**config.mk**
```make
export PLATFORM = sky130hd
export DESIGN_NAME = data_ram_responder
export DESIGN_NICKNAME = d
export VERILOG_FILES = /design/src/rtl/data_ram_responder.sv
export SDC_FILE = /design/constraint.sdc
export NUM_CORES = 2
export LEC_CHECK = 0
export ABC_AREA = 1
export CORE_MARGIN = 2
export CORE_UTILIZATION = 55
export CTS_CLUSTER_DIAMETER = 30
export CTS_CLUSTER_SIZE = 30
export DETAILED_ROUTE_END_ITERATION = 8
export PLACE_DENSITY = 0.71
export REMOVE_ABC_BUFFERS = 1
export SLEW_MARGIN = 25
export SYNTH_ARGS = -nofsm -noshare
export SYNTH_HDL_FRONTEND = slang
export SYNTH_SLANG_ARGS = --single-unit
```
**constraint.sdc**
```tcl
create_clock -name clk -period 8.8 [get_ports clk]
set_clock_uncertainty 0.2 [all_clocks]
set_input_delay 1.76 -clock clk [delete_from_list [all_inputs] [get_ports clk]]
set_output_delay 1.76 -clock clk [all_outputs]
set_load 0.005 [all_outputs]
```
**src/rtl/data_ram_responder.sv**
```systemverilog
// data_ram_responder
//
// Byte-serial data memory that services the MEM-stage control bundle.
// A request is accepted in IDLE. The FSM then moves one byte per clock
// through ACCESS and pulses Done for one cycle in DONE. Items are
// big-endian: the byte at the start address is the most significant
// byte of the item. Addresses wrap modulo DEPTH.
//
// Parameters:
//   ADDR_W      byte-address width
//   DEPTH       number of bytes in Mem[0:DEPTH-1]
//
// Ports:
//   clk         clock, rising-edge active
//   Reset       synchronous active-high reset (Mem is not cleared)
//   RAM_Enable  access request
//   RAM_RW      1 = write, 0 = read
//   RAM_SE      sign-extend halfword/byte reads
//   RAM_Size    00 byte, 01 halfword, 10/11 word
//   A           start byte address
//   DI          right-justified write data
//   DO          read data extended to 32 bits, updated by reads only
//   Busy        stall request to the pipeline
//   Done        one-cycle completion pulse
//   Misaligned  (only with DATA_RAM_ALIGN_CHECK_EN) flags a rejected
//               misaligned halfword/word, high together with Done
//
// Optional feature macro: DATA_RAM_ALIGN_CHECK_EN
module data_ram_responder #(
  parameter int ADDR_W = 9,
  parameter int DEPTH  = 512
) (
  input  logic              clk,
  input  logic              Reset,
  input  logic              RAM_Enable,
  input  logic              RAM_RW,
  input  logic              RAM_SE,
  input  logic [1:0]        RAM_Size,
  input  logic [ADDR_W-1:0] A,
  input  logic [31:0]       DI,
  output logic [31:0]       DO,
  output logic              Busy,
  output logic              Done
`ifdef DATA_RAM_ALIGN_CHECK_EN
  ,
  output logic              Misaligned
`endif
);

  typedef enum logic [1:0] {IDLE, ACCESS, DONE} state_t;

  state_t            state, next_state;
  logic [1:0]        k;
  logic [1:0]        last_k;
  logic              rw_lat;
  logic              se_lat;
  logic [1:0]        size_lat;
  logic [ADDR_W-1:0] addr_lat;
  logic [31:0]       wr_sh;
  logic [23:0]       rd_acc;
  logic [ADDR_W:0]   addr_sum;
  logic [ADDR_W-1:0] cur_addr;
  logic [7:0]        cur_byte;
  logic [31:0]       rd_item;
  logic              req_mis;

  logic [7:0] Mem [0:DEPTH-1];

`ifdef DATA_RAM_ALIGN_CHECK_EN
  logic mis_lat;
  assign req_mis    = ((RAM_Size == 2'b01) && A[0]) ||
                      (RAM_Size[1] && (A[1:0] != 2'b00));
  assign Misaligned = (state == DONE) && mis_lat;
`else
  assign req_mis = 1'b0;
`endif

  // Index of the final byte of the latched item: 0, 1 or 3.
  always_comb begin
    case (size_lat)
      2'b00:   last_k = 2'd0;
      2'b01:   last_k = 2'd1;
      default: last_k = 2'd3;
    endcase
  end

  // Current byte address. The sum is one bit wider so that a DEPTH
  // that is not a power of two still wraps correctly.
  always_comb begin
    addr_sum = {1'b0, addr_lat} + (ADDR_W+1)'(k);
    if (addr_sum >= (ADDR_W+1)'(DEPTH))
      addr_sum = addr_sum - (ADDR_W+1)'(DEPTH);
    cur_addr = addr_sum[ADDR_W-1:0];
  end

  assign cur_byte = Mem[cur_addr];

  // Complete read item: earlier bytes come from the accumulator and the
  // final byte is read directly from the array. Sub-word items are then
  // extended according to the latched SE flag.
  always_comb begin
    case (size_lat)
      2'b00:   rd_item = se_lat ? {{24{cur_byte[7]}}, cur_byte}
                                : {24'h000000, cur_byte};
      2'b01:   rd_item = se_lat ? {{16{rd_acc[7]}}, rd_acc[7:0], cur_byte}
                                : {16'h0000, rd_acc[7:0], cur_byte};
      default: rd_item = {rd_acc, cur_byte};
    endcase
  end

  // Next-state and handshake outputs. Busy in IDLE follows the request
  // combinationally so the pipeline stalls in the request cycle itself.
  always_comb begin
    next_state = state;
    Busy       = 1'b0;
    Done       = 1'b0;
    case (state)
      IDLE: begin
        Busy = RAM_Enable;
        if (RAM_Enable)
          next_state = req_mis ? DONE : ACCESS;
      end
      ACCESS: begin
        Busy = 1'b1;
        if (k == last_k)
          next_state = DONE;
      end
      DONE: begin
        Done       = 1'b1;
        next_state = IDLE;
      end
      default: next_state = IDLE;
    endcase
  end

  // Control state. Write data is left-aligned at accept time so that the
  // byte to store is always wr_sh[31:24], and reads shift bytes in from
  // the right as they arrive.
  always_ff @(posedge clk) begin
    if (Reset) begin
      state <= IDLE;
      k     <= 2'd0;
      DO    <= 32'h0;
`ifdef DATA_RAM_ALIGN_CHECK_EN
      mis_lat <= 1'b0;
`endif
    end else begin
      state <= next_state;
      case (state)
        IDLE: begin
          if (RAM_Enable) begin
            rw_lat   <= RAM_RW;
            se_lat   <= RAM_SE;
            size_lat <= RAM_Size;
            addr_lat <= A;
            rd_acc   <= 24'h000000;
            k        <= 2'd0;
            case (RAM_Size)
              2'b00:   wr_sh <= {DI[7:0], 24'h000000};
              2'b01:   wr_sh <= {DI[15:0], 16'h0000};
              default: wr_sh <= DI;
            endcase
`ifdef DATA_RAM_ALIGN_CHECK_EN
            mis_lat <= req_mis;
`endif
          end
        end
        ACCESS: begin
          k      <= k + 2'd1;
          wr_sh  <= {wr_sh[23:0], 8'h00};
          rd_acc <= {rd_acc[15:0], cur_byte};
          if ((k == last_k) && !rw_lat)
            DO <= rd_item;
        end
        default: ;
      endcase
    end
  end

  // Byte array. Reset leaves the contents alone but blocks any further
  // stores from an interrupted write.
  always_ff @(posedge clk) begin
    if (!Reset && (state == ACCESS) && rw_lat)
      Mem[cur_addr] <= wr_sh[31:24];
  end

endmodule

```
# Word-level counts from Yosys, hierarchy flattened
# Memory sizes are Yosys's and may differ from the RTL's.
# Cells that the tools add are included.
# classes
n_addsub,3
n_eq_ne,7
n_lt_le_gt_ge,1
reduce_logical,14
n_bitwise,1
muxes,19
# ops
operator,n
$pmux W32 S2,3
$mux W32,3
$pmux W24 S2,1
$mux W24,1
$pmux W2 S2,3
$add A9 B2 Y10,1
$ge A10 B10 Y1 const B,1
$mux W9,1
$sub A9 B1 Y9 const B,1
$eq A2 B1 Y1 const B,3
$logic_not A2 Y1,3
$mux W2,3
$reduce_and A2 Y1,3
$reduce_and A3 Y1,2
$ne A2 B2 Y1 const B,2
$logic_and A1 B1 Y1,3
$mux W1,3
$add A2 B1 Y2 const B,1
$eq A2 B2 Y1,1
$eq A2 B2 Y1 const B,1
$logic_not A1 Y1,2
$pmux W1 S2,1
$reduce_bool A2 Y1,1
$not A1 Y1,1
# totals
ramBits,4096
mem_count,1
regBits,105
out_inout_bits,34
elab_cells,55
# mem_list
name,depth,width,read_ports,rd_ports_with_merged_regs,wr,line_no,source
Mem,512,8,1,0,1,67,logic [7:0] Mem [0:DEPTH-1];

# Depth between registers and ports, before layout
# An unclocked memory read counts as a cell.
# logic_depth
word_depth,6
depth_mapped,22

# Least setup slack after synthesis
# OpenSTA, ideal clock, no wires.
# synth_timing
kind,register to register
from,register wr_sh[24]
to,memory Mem[0][0] (data pin)
period_less_slack_ns,7.793
setup_time_ns,1.435
slack_ns,1.007
path_buffers,0
arrival_ns,6.158
stages_incl_launch_ff,1
cell_sequence,edfxtp_1
# synth_lines
element,line_no,source
from (decl),59,logic [31:0] wr_sh;
from (signal assigned),159,"2'b00: wr_sh <= {DI[7:0], 24'h000000};"
from (signal assigned),160,"2'b01: wr_sh <= {DI[15:0], 16'h0000};"
from (signal assigned),170,"wr_sh <= {wr_sh[23:0], 8'h00};"
to (decl),67,
# Straight into the memory's write port.

# Worst setup path in the final report
# layout_timing
from,register k[0]
to,register DO[24]
# layout_between
elab_chain_cells,6
# layout_rtl
element,line_no,source
from (decl),53,logic [1:0] k;
from (signal assigned),169,k <= k + 2'd1;
$add A9 B2 Y10,90,"addr_sum = {1'b0, addr_lat} + (ADDR_W+1)'(k);"
$sub A9 B1 Y9 / $ge A10 B10 Y1 (equally long branches),"92, 91",
$mux W9,91,if (addr_sum >= (ADDR_W+1)'(DEPTH))
$mem_v2 Z512 W8,--,
$mux W32,103,"2'b00: rd_item = se_lat ? {{24{cur_byte[7]}}, cur_byte}"
$pmux W32 S2,102,case (size_lat)
to (signal assigned),173,DO <= rd_item;
to (decl),41,"output logic [31:0] DO,"
# Parallel ways exist; a longest one is shown, timed or not.
# A chain may end at the register's enable or synchronous reset.

==> reports/results.tsv <==
stage	metric	value	unit
outcome	status	finished, violations left	
outcome	violated checks	design-rule violations	
yosys	simple-gate share of the synthesized area	15.7	%
setup_path	Setup CP Type	reg2reg	
place	Cell Count Post-Placement	15696	
finish	Fillers	20197	
yosys	mux cell area share after synthesis	0	%
clock_network	clk buf depth	4	
timing	worst slew pin tran	1.22	ns
place	gpl congestion	0.926	
floorplanning	Chip Height	547	um
route	DR iter-0 viols	17616	
finish	layout net count	12450	
timing	min Tclk post-route	6.04	ns
yosys	Adder-Cell Fraction of Synth Area	0.0278	%
timing	Hold Violations, Final	0	
setup_path	Max stage delay on crit path	0.95	ns
yosys	cell area after synthesis	162000	sq um
power	Cell Pwr Density	277	nW/um^2
setup_path	Most Frequent Cell on Critical Path	nand2_1	
global_route	largest net degree at the start of global routing	205	
setup_path	R2R depth	18	
timing	setup TNS	0	ns
setup_path	Buf/Inv on CP	3	
clock_network	clk sink count	4201	
power	leakage power	0.0637	uW
min_path	Worst Hold Launch	wr_sh[2]	
finish	layout cell share with drive strength beyond 1	9.75	%
global_route	GRT Util Overall	30.8	%
place	port bufs	81	
yosys	post-synthesis compound-gate area fraction	4.25	%
global_route	first-pass GRT wire length	684000	um
setup_path	CP Capture Point	DO[24]	
run	number of max-cap violations	0	
route	Post-Route WL	469000	um
yosys	number of standard cells after synthesis	12236	
clock_network	Setup Buffers After CTS	0	
yosys	number of synthesized flops with an enable pin	4165	
route	TritonRoute pass-1 iters	9	
setup_path	worst r2r dst	DO[24]	
floorplanning	# IOs	82	
power	Tot Pwr	52000	uW
yosys	Async S/R FF share, synth	0	%
setup_path	worst flop-to-flop path startpoint	k[0]	
timing	RSZ-0062 raised after global routing	no	
route	via/cell ratio	6.28	
clock_network	CTS tree	done	
global_route	GRT overflow	0	
yosys	post-synthesis area per instance	13.2	sq um
min_path	Hold/Removal Path Class	reg2reg	
route	vias after detailed routing	105761	
floorplanning	die area	299000	sq um
setup_path	Slowest-stage cell, CP	nor2_4	
setup_path	CP arrival	6.66	ns
floorplanning	CORE AREA	294000	sq um
timing	Slew headroom	18.7	%
finish	footprint of the multi-input gates	32800	sq um
clock_network	Root Driver	clkbuf_16	
setup_path	Setup crit start kind	flip-flop	
finish	sequential cell area	126000	sq um
yosys	largest family of logic cells by synthesized area	simple AND/OR/NAND/NOR gates	
yosys	#FFs+latches synth	4201	
timing	Final period util	68.7	%
yosys	Synth Flop Type	edfxtp_1	
yosys	register area share after synthesis	77.7	%
timing	Slew Viols, Final	0	
floorplanning	Die Span X	547	um
finish	Synth-to-Final Area Change	16.0	%
setup_path	cell chain of the critical path	ha_4 -> fa_2 -> buf_4 -> nor2_4 -> buf_4 -> nand2_1 -> nand4_1 -> o211ai_1 -> nand2_1 -> nand2_1 -> nand2_1 -> nor2_1 -> nor2_1 -> nor2_2 -> nand3_2 -> nand3_1 -> nand2_1 -> inv_1	
floorplanning	site row count	199	
setup_path	CP required	9.41	ns
global_route	initial antenna violation count	12	
route	wire length per cell	27.9	um
yosys	Synth Area in XOR/XNOR	0.0324	%
clock_network	CTS buffer count	615	
setup_path	CP Capture Type	flip-flop	
yosys	Distinct cells, synth	37	
clock_network	hold_buf cts	0	
route	DR DRC count	1	
setup_path	FF-to-FF setup slack	2.76	ns
setup_path	Crit. path cell count	18	
setup_path	CP delay by family, top	simple AND/OR/NAND/NOR gates	
finish	fin cells	16830	
setup_path	crit path launch	k[0]	
clock_network	Reg clk slew, reported paths	0.05	ns
clock_network	H-tree depth	6	
clock_network	post_cts resized	0	
power	worst-case vdd ir drop	0.204	mV
place	hpwl dp	257000	um
timing	Final Setup Violations	0	
timing	Max Freq	0.166	GHz
route	Routed Antenna Nets	0	
floorplanning	Initial Util	55.2	%
clock_network	Clk Latency, worst-skew pair	0.97	ns
global_route	vias in the first global route	103478	
setup_path	crit-path max FO	72	
yosys	synthesis warning total	0	
[synth_stat cells, types with 2 or more instances]
cell type	instances	share of area, %
o21bai_1	2	0.0093
o21ai_1	11	0.034
nand4_1	482	1.9
a22oi_1	764	3.5
or2_2	7	0.027
buf_6	3	0.021
buf_2	257	0.79
nand3b_1	11	0.051
xor2_1	5	0.027
clkinv_1	2	0.0046
inv_1	148	0.34
nor2_2	8	0.031
buf_4	24	0.11
nor2_1	1187	2.8
o21a_1	25	0.12
nand2_2	4	0.015
edfxtp_1	4165	77
a221oi_1	8	0.043
o22ai_1	24	0.093
buf_1	72	0.17
ha_1	2	0.015
nand2_1	3732	8.6
clkbuf_1	360	0.83
nor3_1	2	0.0062
nand3_1	752	2.3
o22a_1	2	0.011
a21oi_1	50	0.15
o21ai_0	79	0.24
inv_2	5	0.012
dfxtp_1	36	0.44
[power by group]
| part | internal, uW | switching, uW |
|---|---|---|
| registers | 22300 | 33.2 |
| clock network | 15200 | 9290 |
| logic | 1190 | 3910 |
[layer usage]
layer  vias up  share of wire [%]  track usage (%)
met5         -              0.023                0
met4        14                5.0             14.0
li1      44682                  -                -
met3      1309                 14             8.07
met1     51464                 36             42.4
met2      8292                 45             46.5
[sequential cells by signal (all words and copies together) (netlist names)]
name	cells
rd_acc	24
DO	32
k	2
se_lat	1
rw_lat	1
Mem	4096
size_lat	2
addr_lat	9
wr_sh	32
state	2
[how the worst min path moves through the flow]
stage / to / cells past startpoint
final: wr_sh[10] / 2
after global placement: wr_sh[11] / 2
after CTS: wr_sh[10] / 2
after floorplan: k[0] / 1
after detailed placement: wr_sh[10] / 2
after global routing: wr_sh[15] / 2
[cell families after synthesis]
logic type	Yosys count
flip-flops	4201
XOR/XNOR	6
adder cells (fa/ha/maj)	3
buffers and inverters	871
AND/OR/NAND/NOR	6188
AO/OA/AOI/OAI	967
[stage by stage]
stage | hold slack (ns) | util (%) | worst slack (ns) | area, sq um
after floorplan | 0.287 | - | -11.52 | 159000
after global placement | 0.306 | 56.8 | 2.90 | 167000
after detailed placement | 0.312 | 56.8 | 2.65 | 167000
after CTS | 0.325 | 63.9 | 2.99 | 188000
after global routing | 0.339 | 64.0 | 2.68 | 188000
final | 0.322 | 64.0 | 2.76 | 188000
[area by class of cell]
class	instances	share of cell area, %
diodes	4	0.00533
clock buffers	691	8.56
clock inverters	434	2.59
inverters	155	0.318
multi-input cells	7164	17.5
flip-flops and latches	4201	66.9
well taps	3919	2.61
repair buffers	262	1.51
[worst min-delay path: cells and delay by family (launching register included)]
family,cells,cell delay [ns]
AO/OA/AOI/OAI,1,0.05
flip-flops,1,0.31
AND/OR/NAND/NOR,1,0.05
[cells in the final DEF (no fill, tap or decap), types with 6 or more instances in the layout]
cell type        synthesis  routed
clkinv_2                 0      70
clkbuf_1               360      56
nand3_1                752     752
nand3b_1                11      11
clkinvlp_4               0      62
nor2_1                1187    1165
buf_12                   0      46
edfxtp_1              4165    4165
nand2_1               3732    3715
a221oi_1                 8       8
nor2_4                   1      13
o22ai_1                 24      24
nand4_1                482     482
bufinv_16                0      63
o21ai_1                 11      11
inv_1                  148     148
o21ai_0                 79      79
inv_6                    0      67
clkinv_1                 2      65
clkbuf_16                0     633
buf_4                   24     125
or2_2                    7       7
clkinv_4                 0      51
buf_6                    3       6
clkdlybuf4s50_1          0      81
a21oi_1                 50      50
clkinv_8                 0      29
dfxtp_1                 36      36
o21a_1                  25      25
nand2_4                  1      19
nor2_2                   8      18
a22oi_1                764     764
inv_8                    0      24
Power figures use the tool's default switching activity.
